`src/rtl/imm_ext_pkg.sv`:
```
// Shared types and default widths for the MIPS immediate-extension stage.
package imm_ext_pkg;

   localparam int unsigned IMM_IN_W  = 16;
   localparam int unsigned IMM_OUT_W = 32;
   localparam int unsigned IMM_TAG_W = 5;

   typedef enum logic [1:0] {
      IMM_SEXT   = 2'd0,
      IMM_ZEXT   = 2'd1,
      IMM_UPPER  = 2'd2,
      IMM_BRANCH = 2'd3
   } imm_mode_t;

endpackage

```
`src/rtl/imm_ext_core.sv`:
```
// Combinational immediate extender: sign, zero, upper (LUI) and branch-offset modes.
module imm_ext_core
   import imm_ext_pkg::*;
#(
   parameter int unsigned IN_W  = IMM_IN_W,
   parameter int unsigned OUT_W = IMM_OUT_W
) (
   input  logic [IN_W-1:0]  imm,
   input  imm_mode_t        mode,
   output logic [OUT_W-1:0] data,
   output logic             neg
);

   logic [OUT_W-1:0] w_sext;

   assign w_sext = {{(OUT_W-IN_W){imm[IN_W-1]}}, imm};

   always_comb begin
      data = w_sext;
      neg  = 1'b0;
      case (mode)
         IMM_SEXT: begin
            data = w_sext;
            neg  = imm[IN_W-1];
         end
         IMM_ZEXT:  data = {{(OUT_W-IN_W){1'b0}}, imm};
         IMM_UPPER: data = {imm, {(OUT_W-IN_W){1'b0}}};
         IMM_BRANCH: begin
            // Word offset: the shift drops the two top sign copies.
            data = {w_sext[OUT_W-3:0], 2'b00};
            neg  = imm[IN_W-1];
         end
         default: begin
            data = w_sext;
            neg  = 1'b0;
         end
      endcase
   end

endmodule

```
`src/rtl/imm_extend_stage.sv`:
```
// Registered immediate-extension stage with valid/ready handshake and flush.
// Define IMM_EXT_SKID_EN for a 2-entry skid buffer with a registered in_ready.
module imm_extend_stage
   import imm_ext_pkg::*;
#(
   parameter int unsigned IN_W  = IMM_IN_W,
   parameter int unsigned OUT_W = IMM_OUT_W,
   parameter int unsigned TAG_W = IMM_TAG_W
) (
   input  logic             clk,
   input  logic             reset,
   input  logic             flush,
   input  logic             in_valid,
   output logic             in_ready,
   input  logic [IN_W-1:0]  in_imm,
   input  imm_mode_t        in_mode,
   input  logic [TAG_W-1:0] in_tag,
   output logic             out_valid,
   input  logic             out_ready,
   output logic [OUT_W-1:0] out_data,
   output logic [TAG_W-1:0] out_tag,
   output logic             out_neg
);

   if (OUT_W < IN_W + 2) begin : g_bad_width
      $error("imm_extend_stage: OUT_W must be at least IN_W+2");
   end

   logic [OUT_W-1:0] w_ext_data;
   logic             w_ext_neg;
   logic             w_acc;

   logic             r_valid;
   logic [OUT_W-1:0] r_data;
   logic [TAG_W-1:0] r_tag;
   logic             r_neg;

   imm_ext_core #(
      .IN_W  (IN_W),
      .OUT_W (OUT_W)
   ) u_core (
      .imm  (in_imm),
      .mode (in_mode),
      .data (w_ext_data),
      .neg  (w_ext_neg)
   );

   assign w_acc     = in_valid && in_ready;
   assign out_valid = r_valid;
   assign out_data  = r_data;
   assign out_tag   = r_tag;
   assign out_neg   = r_neg;

`ifdef IMM_EXT_SKID_EN
   logic             r_skid_valid;
   logic [OUT_W-1:0] r_skid_data;
   logic [TAG_W-1:0] r_skid_tag;
   logic             r_skid_neg;

   // No path from out_ready: readiness depends only on skid occupancy.
   assign in_ready = !r_skid_valid && !reset && !flush;

   always_ff @(posedge clk) begin
      if (reset) begin
         r_valid      <= 1'b0;
         r_data       <= '0;
         r_tag        <= '0;
         r_neg        <= 1'b0;
         r_skid_valid <= 1'b0;
         r_skid_data  <= '0;
         r_skid_tag   <= '0;
         r_skid_neg   <= 1'b0;
      end else if (flush) begin
         r_valid      <= 1'b0;
         r_skid_valid <= 1'b0;
      end else if (r_skid_valid) begin
         if (out_ready) begin
            r_data       <= r_skid_data;
            r_tag        <= r_skid_tag;
            r_neg        <= r_skid_neg;
            r_skid_valid <= 1'b0;
         end
      end else if (!r_valid || out_ready) begin
         r_valid <= w_acc;
         if (w_acc) begin
            r_data <= w_ext_data;
            r_tag  <= in_tag;
            r_neg  <= w_ext_neg;
         end
      end else if (w_acc) begin
         r_skid_valid <= 1'b1;
         r_skid_data  <= w_ext_data;
         r_skid_tag   <= in_tag;
         r_skid_neg   <= w_ext_neg;
      end
   end
`else
   assign in_ready = (!r_valid || out_ready) && !reset && !flush;

   always_ff @(posedge clk) begin
      if (reset) begin
         r_valid <= 1'b0;
         r_data  <= '0;
         r_tag   <= '0;
         r_neg   <= 1'b0;
      end else if (flush) begin
         r_valid <= 1'b0;
      end else if (!r_valid || out_ready) begin
         r_valid <= w_acc;
         if (w_acc) begin
            r_data <= w_ext_data;
            r_tag  <= in_tag;
            r_neg  <= w_ext_neg;
         end
      end
   end
`endif

endmodule

```
`config.mk`:
```
export PLATFORM = sky130hd
export DESIGN_NAME = imm_extend_stage
export DESIGN_NICKNAME = d
export VERILOG_FILES = /design/src/rtl/imm_ext_pkg.sv /design/src/rtl/imm_ext_core.sv /design/src/rtl/imm_extend_stage.sv
export SDC_FILE = /design/constraint.sdc
export NUM_CORES = 1
export LEC_CHECK = 0
export BUFFER_PORTS_ARGS = -buffer_cell sky130_fd_sc_hd__buf_2
export CAP_MARGIN = 20
export CELL_PAD_IN_SITES_DETAIL_PLACEMENT = 0
export CELL_PAD_IN_SITES_GLOBAL_PLACEMENT = 2
export CORE_ASPECT_RATIO = 1.2
export CORE_MARGIN = 8
export CORE_UTILIZATION = 32
export CTS_BUF_LIST = sky130_fd_sc_hd__clkbuf_8
export DETAILED_ROUTE_END_ITERATION = 6
export HOLD_SLACK_MARGIN = 0.15
export PLACE_DENSITY_LB_ADDON = 0.1
export SYNTH_ARGS = -nofsm -noshare
export SYNTH_HDL_FRONTEND = slang
export SYNTH_HIERARCHICAL = 1
export SYNTH_SLANG_ARGS = --single-unit
```
`constraint.sdc`:
```
create_clock -name clk -period 4.6 [get_ports clk]
set_input_delay 0.92 -clock clk [delete_from_list [all_inputs] [get_ports clk]]
set_output_delay 0.92 -clock clk [all_outputs]
set_load 0.05 [all_outputs]
```
==> results of run 1 <==
[final timing paths]
kind,cells after the start,to,from
max,3,in_ready,flush
min reg2reg,2,out_data[18]$_SDFFE_PP0P_,out_data[18]$_SDFFE_PP0P_
max reg2reg,4,out_data[25]$_SDFFE_PP0P_,out_valid$_SDFFE_PP0P_
min,2,out_data[18]$_SDFFE_PP0P_,out_data[18]$_SDFFE_PP0P_
[sequential cells by signal, summed over array words and instances (netlist names)]
name	flops
out_tag	5
out_valid	1
out_neg	1
out_data	32
[cell families after synthesis]
group | Yosys count | share of synthesized area
adder cells (fa/ha/maj) | 4 | 0.0238
flip-flops | 39 | 0.372
AND/OR/NAND/NOR | 87 | 0.216
buffers and inverters | 37 | 0.100
AO/OA/AOI/OAI | 71 | 0.288
[power groups by stage]
stage / sequential, W / combinational [W] / clock, W
2_1_floorplan: 0.000414 / 0.0000808 / 0
3_3_place_gp: 0.000366 / 0.000172 / 0
3_5_place_dp: 0.000366 / 0.000172 / 0
4_1_cts: 0.000358 / 0.000173 / 0.000234
5_1_grt: 0.000360 / 0.000184 / 0.000249
6_report: 0.000358 / 0.000171 / 0.000226
[critical path: stages]
cell and delay [ps]:
buf_2 590, nor3_1 130, buf_2 240
[layout make-up]
| class | count | area, µm² |
|---|---|---|
| Timing Repair Buffer | 71 | 365 |
| Fill cell | 714 | 3950 |
| Multi-Input combinational cell | 162 | 1110 |
| Clock buffer | 5 | 68.8 |
| Inverter | 4 | 15.0 |
| Clock inverter | 3 | 12.5 |
| Tap cell | 85 | 106 |
| Sequential cell | 39 | 781 |
[synth_stat cells, drive strengths merged]
library cell,number,area (µm²)
and2,2,15.0
nor2,1,3.75
a22oi,1,7.51
a22o,14,130
o311ai,38,333
nor2b,4,32.5
nand2,39,146
a21o,14,105
clkbuf,9,33.8
dfxtp,39,781
nand2b,1,6.26
o21ai,1,5.00
buf,24,161
nor3,1,5.00
a21boi,1,7.51
ha,4,50.1
inv,4,15.0
o21a,1,7.51
or2,1,6.26
o31a,1,10.0
nand4,38,238
[metal layers]
metal  track usage  vias to the layer above  wire length (µm)
li1              -                     1013                 -
met1         0.171                      974              3150
met2         0.241                       46              3310
met3        0.0301                        7               269
met4        0.0536                        0                88
met5             0                        -                 0
[metrics by stage]
stage	utilization	hold slack, ps	power, W	instance area [µm²]
after floorplan	-	690	0.000494	2100
after global routing	0.384	479	0.000793	2460
final	0.384	462	0.000755	2460
after global placement	0.371	451	0.000538	2380
after detailed placement	0.371	453	0.000538	2380
after CTS	0.384	467	0.000765	2460
==> key figures, run 1 <==
GRT
  • First-pass GRT wire length: between 10 and 15 mm
  • Initial antenna violation count: 0
  • Vias in the first global route: 2155
  • Largest net degree at the start of global routing: 41
  • Total GRT Usage: 0.142
  • Remaining Overflow, GRT: 0

Clock network
  • Clk pin slew, worst setup/hold paths: roughly 70 ps
  • CTS root buffer: clkbuf_8
  • TritonCTS Buffers: 5
  • Setup Buffers After CTS: 0
  • Post-CTS resize count: 0
  • Clk sinks: 39
  • CTS Buffer Depth: 2
  • CTS hold repair buffers: 0
  • CTS tree: done
  • Clock Latency Late Sink: roughly 300 ps
  • Max H-tree Level: 2

Floorplan
  • Die width: 89.9 µm
  • # rows: 32
  • Core area: 6410 µm²
  • Die area: roughly 9400 µm²
  • I/O Pins: slightly below 70
  • Starting Density: 0.328
  • Die Ht: approximately 100 µm

Synth
  • Sequential-to-total area share from yosys stat: 0.372
  • Synth cell types: 26
  • Mapped Area: approximately 2100 µm²
  • Syn avg cell area: roughly 8.8 µm²
  • Synthesized net count: 270
  • #FFs+latches synth: 39
  • Post-Synthesis Cells: 238
  • Total of warnings raised by yosys: 6

Place
  • Setup slack at placement: approximately 1800 ps
  • Placed Cells: 361
  • Port Buffers: between 60 and 70
  • Gpl congestion: roughly 0.74
  • DP HPWL: 4.46 mm

STA
  • Rel. slew slack: 0.354
  • Final Cycle Share: 0.612
  • Layout Skew: approximately 11 ps
  • Fmax: ~360 MHz
  • Final Worst Setup Slack: 1780 ps
  • RSZ-0062 raised after global routing: false
  • Setup violators final: 0
  • Post-layout min period: between 2000 and 3000 ps
  • Total negative setup slack: 0 ps
  • Slew Limit Fails: 0
  • Hold Vio Cnt, Final: 0
  • Actual slew at the worst max-slew pin: between 900 and 1000 ps

Flow run
  • Total of max-cap violations: 0

Route
  • Avg WL per Cell: 18.5 µm
  • Post-Route WL: a little under 7 mm
  • Via count normalized by instance count: around 5.5
  • TritonRoute pass-1 iters: 4
  • Remaining DRCs: 0
  • Antenna-violating nets left: 0
  • Via count: 2040
  • DR iter-0 viols: around 160

Pwr
  • Leakage Power: 1.32 nW
  • Peak supply drop: 0.115 mV
  • Switching Fraction: 0.337
  • Sw Pwr: 0.000255 W
  • Clock power share: 0.300
  • Combinational share of power: 0.226
  • Pwr Density: ~310 nW/µm²
  • Pint: 0.000501 W
  • Part of the power in registers: 0.474

Final layout
  • Antenna fix cells: 0
  • Final net count: 315
  • Fraction of layout cells with a size suffix above 1: 0.313
  • Most frequent cells in the layout: buf_2 (67), nand2_1 (39), dfxtp_1 (39)
  • Commonest non-fill, non-tap cell in the layout: buf_2
  • Area growth from synthesis to final layout: 17.2%
  • Non-filler cells, final: between 300 and 400

Critical path
  • Critical Path AT: roughly 1900 ps
  • Crit path capture type: output port
  • Worst Path Required: about 3700 ps
  • Crit Path Category: primary input to output port
  • CP Launch Type: primary input
  • R2r setup slk: around 3300 ps
  • Critical Path Fanout Max: 40

Run status
  • Outcome: completed

Worst hold path
  • Hold WC Path Type: flop to flop
No activity file was read; power rests on OpenSTA's default activity.
==> inputs of run 2 (changes only) <==
--- a/config.mk
+++ b/config.mk
@@ -5,13 +5,14 @@
 export SDC_FILE = /design/constraint.sdc
 export NUM_CORES = 1
 export LEC_CHECK = 0
+export ABC_AREA = 1
 export BUFFER_PORTS_ARGS = -buffer_cell sky130_fd_sc_hd__buf_2
 export CAP_MARGIN = 20
 export CELL_PAD_IN_SITES_DETAIL_PLACEMENT = 0
 export CELL_PAD_IN_SITES_GLOBAL_PLACEMENT = 2
 export CORE_ASPECT_RATIO = 1.2
 export CORE_MARGIN = 8
-export CORE_UTILIZATION = 32
+export CORE_UTILIZATION = 27
 export CTS_BUF_LIST = sky130_fd_sc_hd__clkbuf_8
 export DETAILED_ROUTE_END_ITERATION = 6
 export HOLD_SLACK_MARGIN = 0.15
==> constraint.sdc (replaced) <==
create_clock -name clk -period 2.6 [get_ports clk]
set_input_delay 0.52 -clock clk [delete_from_list [all_inputs] [get_ports clk]]
set_output_delay 0.52 -clock clk [all_outputs]
set_load 0.05 [all_outputs]
==> run 2 against run 1 <==
Register-to-register slack got worse by 2000 ps. Combinational power rose by 130%. Global-route usage is 1.4 points lower. Clock power up 140%. Sequential power grew 79%. Clock skew shrank 6.2 ps. Non-clock buffer count grew 5. Count of clock-buffer cells in the layout grew 1. Utilization is 4.9 points lower. Power is 110% higher. Largest power group unchanged.
==> key figures, run 2 <==
Run status
  • Outcome: completed

Route
  • Via count normalized by instance count: 4.00 (-28%)
  • DR iter-0 viols: 96 (-41%)
  • Via count: 2458 (+20%)
  • Remaining DRCs: 0 (unchanged)
  • Post-Route WL: 7.32 mm (+7.4%)
  • Antenna-violating nets left: 0 (unchanged)
  • Avg WL per Cell: 11.9 µm (-35%)
  • TritonRoute pass-1 iters: 4 (unchanged)

STA
  • Rel. slew slack: 0.655 (+0.301)
  • Total negative setup slack: 0 ps (unchanged)
  • Final Cycle Share: 0.666
  • Hold Vio Cnt, Final: 0 (unchanged)
  • Actual slew at the worst max-slew pin: 516 ps (-451 ps)
  • Post-layout min period: between 1500 and 2000 ps
  • Slew Limit Fails: 0 (unchanged)
  • Fmax: a little under 600 MHz
  • RSZ-0062 raised after global routing: false
  • Layout Skew: 4.37 ps (-6.17 ps)
  • Final Worst Setup Slack: 869 ps (-916 ps)
  • Setup violators final: 0 (unchanged)

Synth
  • Async S/R FF share, synth: 0 (unchanged)
  • EDFF count, synth: 0 (unchanged)
  • #FFs+latches synth: 39 (unchanged)
  • Yosys top cell area share: 0.319 (-0.0533)
  • Cell taking the most area after synthesis: dfxtp_1
  • Ys flop type: dfxtp_1
  • Post-Synthesis Cells: 434 (+82%)
  • Count leader, synth: nand2_1
  • Total of warnings raised by yosys: 6 (unchanged)
  • Mapped Area: 2450 µm² (+17%)
  • Syn avg cell area: 5.65 µm² (-36%)
  • List of most frequent post-synthesis cells: nand2_1 (151), inv_1 (127), nor2_1 (43)
  • Sequential-to-total area share from yosys stat: 0.319 (-0.0533)
  • Top cells by area, synth: dfxtp_1 (32%), nand2_1 (23%), inv_1 (19%)
  • Synth cell types: 15 (-42%)
  • Synthesized net count: 466 (+73%)

Floorplan
  • # rows: 38 (+19%)
  • Die width: 103 µm (+14%)
  • Core area: 8940 µm² (+40%)
  • Starting Density: 0.274 (-0.0535)
  • Die area: 12400 µm² (+32%)
  • I/O Pins: 68 (unchanged)
  • Die Ht: 120 µm (+15%)

Final layout
  • Number of flip-flops in the largest register: 32 (unchanged)
  • Commonest non-fill, non-tap cell in the layout: nand2_1
  • Area growth from synthesis to final layout: 22.0%
  • Final net count: 525 (+67%)
  • Fraction of layout cells with a size suffix above 1: 0.172 (-0.141)
  • Most frequent cells in the layout: nand2_1 (151), inv_1 (127), buf_2 (67)
  • Antenna fix cells: 0 (unchanged)

Pwr
  • Pwr Density: 527 nW/µm² (+72%)
  • Pint: 0.00105 W (+110%)
  • Leakage Power: 1.81 nW (+38%)
  • Switching Fraction: 0.335 (-0.00253)
  • Clock power share: 0.343 (+0.043)
  • Sw Pwr: 0.000528 W (+110%)
  • Peak supply drop: 0.174 mV (+51%)
  • Combinational share of power: 0.250 (+0.024)
  • Total power: 0.00158 W (+110%)
  • Part of the power in registers: 0.407 (-0.067)

Place
  • Setup slack at placement: 629 ps (-1140 ps)
  • Port Buffers: 67 (unchanged)
  • Gpl congestion: 0.748 (+1.2%)
  • DP HPWL: 5.29 mm (+19%)

Critical path
  • Worst Path Required: 2080 ps (-1600 ps)
  • Critical Path AT: 1210 ps (-690 ps)
  • Crit Path Category: primary input to output port
  • Crit path capture type: output port
  • CP Launch Type: primary input
  • Critical Path Fanout Max: 2 (-95%)

Flow run
  • Total of max-cap violations: 0 (unchanged)

Clock network
  • TritonCTS Buffers: 5 (unchanged)
  • Setup Buffers After CTS: 0 (unchanged)
  • CTS hold repair buffers: 0 (unchanged)
  • CTS Buffer Depth: 2 (unchanged)
  • Clk pin slew, worst setup/hold paths: 70 ps (about the same)
  • Clock Latency Late Sink: 300 ps (about the same)
  • CTS tree: done
  • Post-CTS resize count: 0 (unchanged)
  • CTS root buffer: clkbuf_8
  • Clk sinks: 39 (unchanged)
  • Max H-tree Level: 2 (unchanged)

GRT
  • Remaining Overflow, GRT: 0 (unchanged)
  • Total GRT Usage: 0.128 (-0.0135)
  • Largest net degree at the start of global routing: 40 (-2.4%)
  • First-pass GRT wire length: 12.6 mm (+12%)
  • Initial antenna violation count: 0 (unchanged)
  • Vias in the first global route: 2539 (+18%)

Worst hold path
  • Hold WC Path Type: flop to flop
-- run 2: per-layer routing --
metal / up-vias / share of wire / track usage
met2: 46 / 0.47 / 0.214
met4: 0 / 0.018 / 0.0435
li1: 1354 / - / -
met5: - / 0 / 0
met3: 8 / 0.044 / 0.0334
met1: 1050 / 0.47 / 0.154
-- run 2: path summary, 6_finish.rpt --
check | cells after the start | start | slack [ps] | to
worst min-delay path | 4 | out_data[2]$_SDFFE_PP0P_ | 500 | out_data[2]$_SDFFE_PP0P_
worst min register to register | 4 | out_data[2]$_SDFFE_PP0P_ | 500 | out_data[2]$_SDFFE_PP0P_
worst max register to register | 5 | out_valid$_SDFFE_PP0P_ | 1300 | out_data[18]$_SDFFE_PP0P_
worst max-delay path | 5 | flush | 870 | in_ready
-- run 2: through the flow --
stage | hold WS [ps] | std cells | cell area [µm²] | util
floorplan | 723 | 434 | 2450 | -
global placement | 494 | 606 | 2870 | 0.321
detailed placement | 492 | 606 | 2870 | 0.321
CTS | 496 | 614 | 2990 | 0.335
global route | 502 | 614 | 2990 | 0.335
finish | 504 | 614 | 2990 | 0.335
-- run 2: area by class of cell --
| cell class | count | area [µm²] |
|---|---|---|
| Tap cell | 120 | 150 |
| Fill cell | 1089 | 5950 |
| Clock inverter | 2 | 35.0 |
| Multi-Input combinational cell | 244 | 1060 |
| Clock buffer | 6 | 82.6 |
| Sequential cell | 39 | 781 |
| Timing Repair Buffer | 76 | 403 |
| Inverter | 127 | 477 |
-- run 2: power by group through the flow --
stage               logic, W  registers [W]  clock network [W]
finish              0.000394       0.000642           0.000541
CTS                 0.000402       0.000643           0.000578
global placement    0.000400       0.000656                  0
detailed placement  0.000400       0.000657                  0
floorplan           0.000187       0.000764                  0
global route        0.000449       0.000647           0.000596
-- run 2: cells by family (layout without fill, tap and decap cells) --
logic type      count (synthesis)  count (layout)  synth area share
buf+inv                       151             211             0.248
simple gates                  237             237             0.407
fa+ha+maj                       4               4            0.0204
compound gates                  3               3           0.00612
flops                          39              39             0.319
-- run 2: worst max-delay path: stages --
cell and delay [ps]:
buf_2 110, nor2_4 130, inv_1 70, a21oi_1 100, buf_2 270
==> inputs of run 3 (changes only) <==
==> constraint.sdc (replaced) <==
create_clock -name clk -period 1.8 [get_ports clk]
set_input_delay 0.36 -clock clk [delete_from_list [all_inputs] [get_ports clk]]
set_output_delay 0.36 -clock clk [all_outputs]
set_load 0.05 [all_outputs]
==> run 3 against run 2 <==
Register-to-register slack worse by 650 ps. Via count grew 1.5%. Final area rose by 1.8%. Clock power grew 65%. Non-clock buffer count rose by 3. Hold slack got worse by 130 ps.
==> key figures, run 3 (synthesis results as in run 2) <==
GRT
  • Remaining Overflow, GRT: 0 (unchanged)
  • Vias in the first global route: 2385 (-6.1%)
  • Total GRT Usage: 0.123 (-0.00572)
  • Largest net degree at the start of global routing: 39 (-2.5%)
  • Initial antenna violation count: 0 (unchanged)
  • First-pass GRT wire length: 11.8 mm (-5.6%)

Final layout
  • Antenna fix cells: 0 (unchanged)
  • Non-filler cells, final: 617 (+0.49%)
  • Fraction of layout cells with a size suffix above 1: 0.177 (+0.00500)
  • Area growth from synthesis to final layout: 24.2%
  • Most frequent cells in the layout: nand2_1 (151), inv_1 (128), buf_2 (67)
  • FF+latch area: 781 µm² (unchanged)
  • Area of the multi-input gates: 1070 µm² (+0.35%)
  • Commonest non-fill, non-tap cell in the layout: nand2_1
  • Filler Cells Inserted: 1100 (+1.0%)
  • Final net count: 528 (+0.57%)
  • Number of flip-flops in the largest register: 32 (unchanged)

Pwr
  • Part of the power in registers: 0.386 (-0.021)
  • Switching Fraction: 0.323 (-0.0116)
  • Pint: 0.00163 W (+55%)
  • Combinational share of power: 0.242 (-0.008)
  • Pwr Density: 788 nW/µm² (+50%)
  • Sw Pwr: 0.000775 W (+47%)
  • Peak supply drop: 0.259 mV (+49%)
  • Leakage Power: 1.84 nW (+1.5%)
  • Clock power share: 0.372 (+0.029)

STA
  • Hold Vio Cnt, Final: 0 (unchanged)
  • RSZ-0062 raised after global routing: false
  • Rel. slew slack: 0.740 (+0.0846)
  • Final Cycle Share: 0.807
  • Total negative setup slack: 0 ps (unchanged)
  • Slew Limit Fails: 0 (unchanged)
  • Setup violators final: 0 (unchanged)
  • Post-layout min period: approximately 1500 ps
  • Actual slew at the worst max-slew pin: 390 ps (-126 ps)
  • Fmax: between 600 and 700 MHz
  • Layout Skew: 8.02 ps (+3.65 ps)

Clock network
  • CTS hold repair buffers: 0 (unchanged)
  • Clk pin slew, worst setup/hold paths: 80 ps (about the same)
  • TritonCTS Buffers: 5 (unchanged)
  • Post-CTS resize count: 0 (unchanged)
  • CTS tree: done
  • Setup Buffers After CTS: 0 (unchanged)
  • Clk sinks: 39 (unchanged)
  • Max H-tree Level: 2 (unchanged)
  • CTS Buffer Depth: 2 (unchanged)
  • Clock Latency Late Sink: 310 ps (about the same)
  • CTS root buffer: clkbuf_8

Floorplan
  • Core area: 8940 µm² (unchanged)
  • I/O Pins: 68 (unchanged)
  • # rows: 38 (unchanged)
  • Die width: 103 µm (unchanged)
  • Die area: 12400 µm² (unchanged)
  • Starting Density: 0.274 (unchanged)
  • Die Ht: 120 µm (unchanged)

Place
  • Placed Cells: 609 (+0.50%)
  • DP HPWL: 5.39 mm (+1.9%)
  • Gpl congestion: 0.789 (+5.5%)
  • Port Buffers: 67 (unchanged)

Critical path
  • Worst Path Required: 1440 ps (-640 ps)
  • Crit Path Category: primary input to output port
  • Crit path capture type: output port
  • Critical Path AT: 1090 ps (-120 ps)
  • Critical Path Fanout Max: 6 (+4)
  • CP Launch Type: primary input

Route
  • DR iter-0 viols: 99 (+3.1%)
  • Via count: 2494 (+1.5%)
  • TritonRoute pass-1 iters: 4 (unchanged)
  • Via count normalized by instance count: 4.04 (+0.97%)
  • Remaining DRCs: 0 (unchanged)
  • Avg WL per Cell: 11.7 µm (-1.7%)
  • Antenna-violating nets left: 0 (unchanged)
  • Post-Route WL: 7.24 mm (-1.2%)

Worst hold path
  • Hold WC Path Type: primary input to flop

Flow run
  • Total of max-cap violations: 0 (unchanged)

Run status
  • Outcome: completed
run 3: critical path, stage by stage:
cell and delay (ps):
buf_2 110, nor2_4 170, inv_1 90, a21oi_2 90
buf_2 270
run 3: worst paths after layout:
path | startpoint | to | slack [ps] | cells after the start
max | flush | in_ready | 350 | 5
min reg2reg | out_tag[0]$_SDFFE_PP0P_ | out_tag[0]$_SDFFE_PP0P_ | 510 | 4
max reg2reg | out_valid$_SDFFE_PP0P_ | out_tag[1]$_SDFFE_PP0P_ | 650 | 6
min | flush | out_valid$_SDFFE_PP0P_ | 370 | 4
run 3: power groups by stage:
stage | combinational (W) | clock, W | sequential, W
after floorplan | 0.000270 | 0 | 0.00110
after global placement | 0.000589 | 0 | 0.000948
after detailed placement | 0.000589 | 0 | 0.000949
after CTS | 0.000591 | 0.000934 | 0.000929
after global routing | 0.000651 | 0.000968 | 0.000933
final | 0.000580 | 0.000893 | 0.000928
run 3: routing by layer:
metal,vias up,track usage,part of all wire
met5,-,0,0
met4,0,0.0508,0.020
met3,8,0.0305,0.046
met2,43,0.201,0.48
met1,1082,0.147,0.46
li1,1361,-,-
run 3: layout make-up:
class                           count  area share
Tap cell                          120      0.0493
Timing Repair Buffer               79       0.144
Clock inverter                      3      0.0210
Clock buffer                        5      0.0226
Sequential cell                    39       0.256
Inverter                          127       0.157
Multi-Input combinational cell    244       0.350
run 3: stage by stage:
step	setup WS (ps)	util	area [µm²]	total power (W)	hold slack (ps)
global placement	186	0.326	2910	0.00154	493
detailed placement	172	0.326	2910	0.00154	492
floorplan	119	-	2450	0.00137	590
finish	347	0.341	3040	0.00240	374
CTS	327	0.341	3040	0.00245	361
global route	292	0.341	3040	0.00255	374
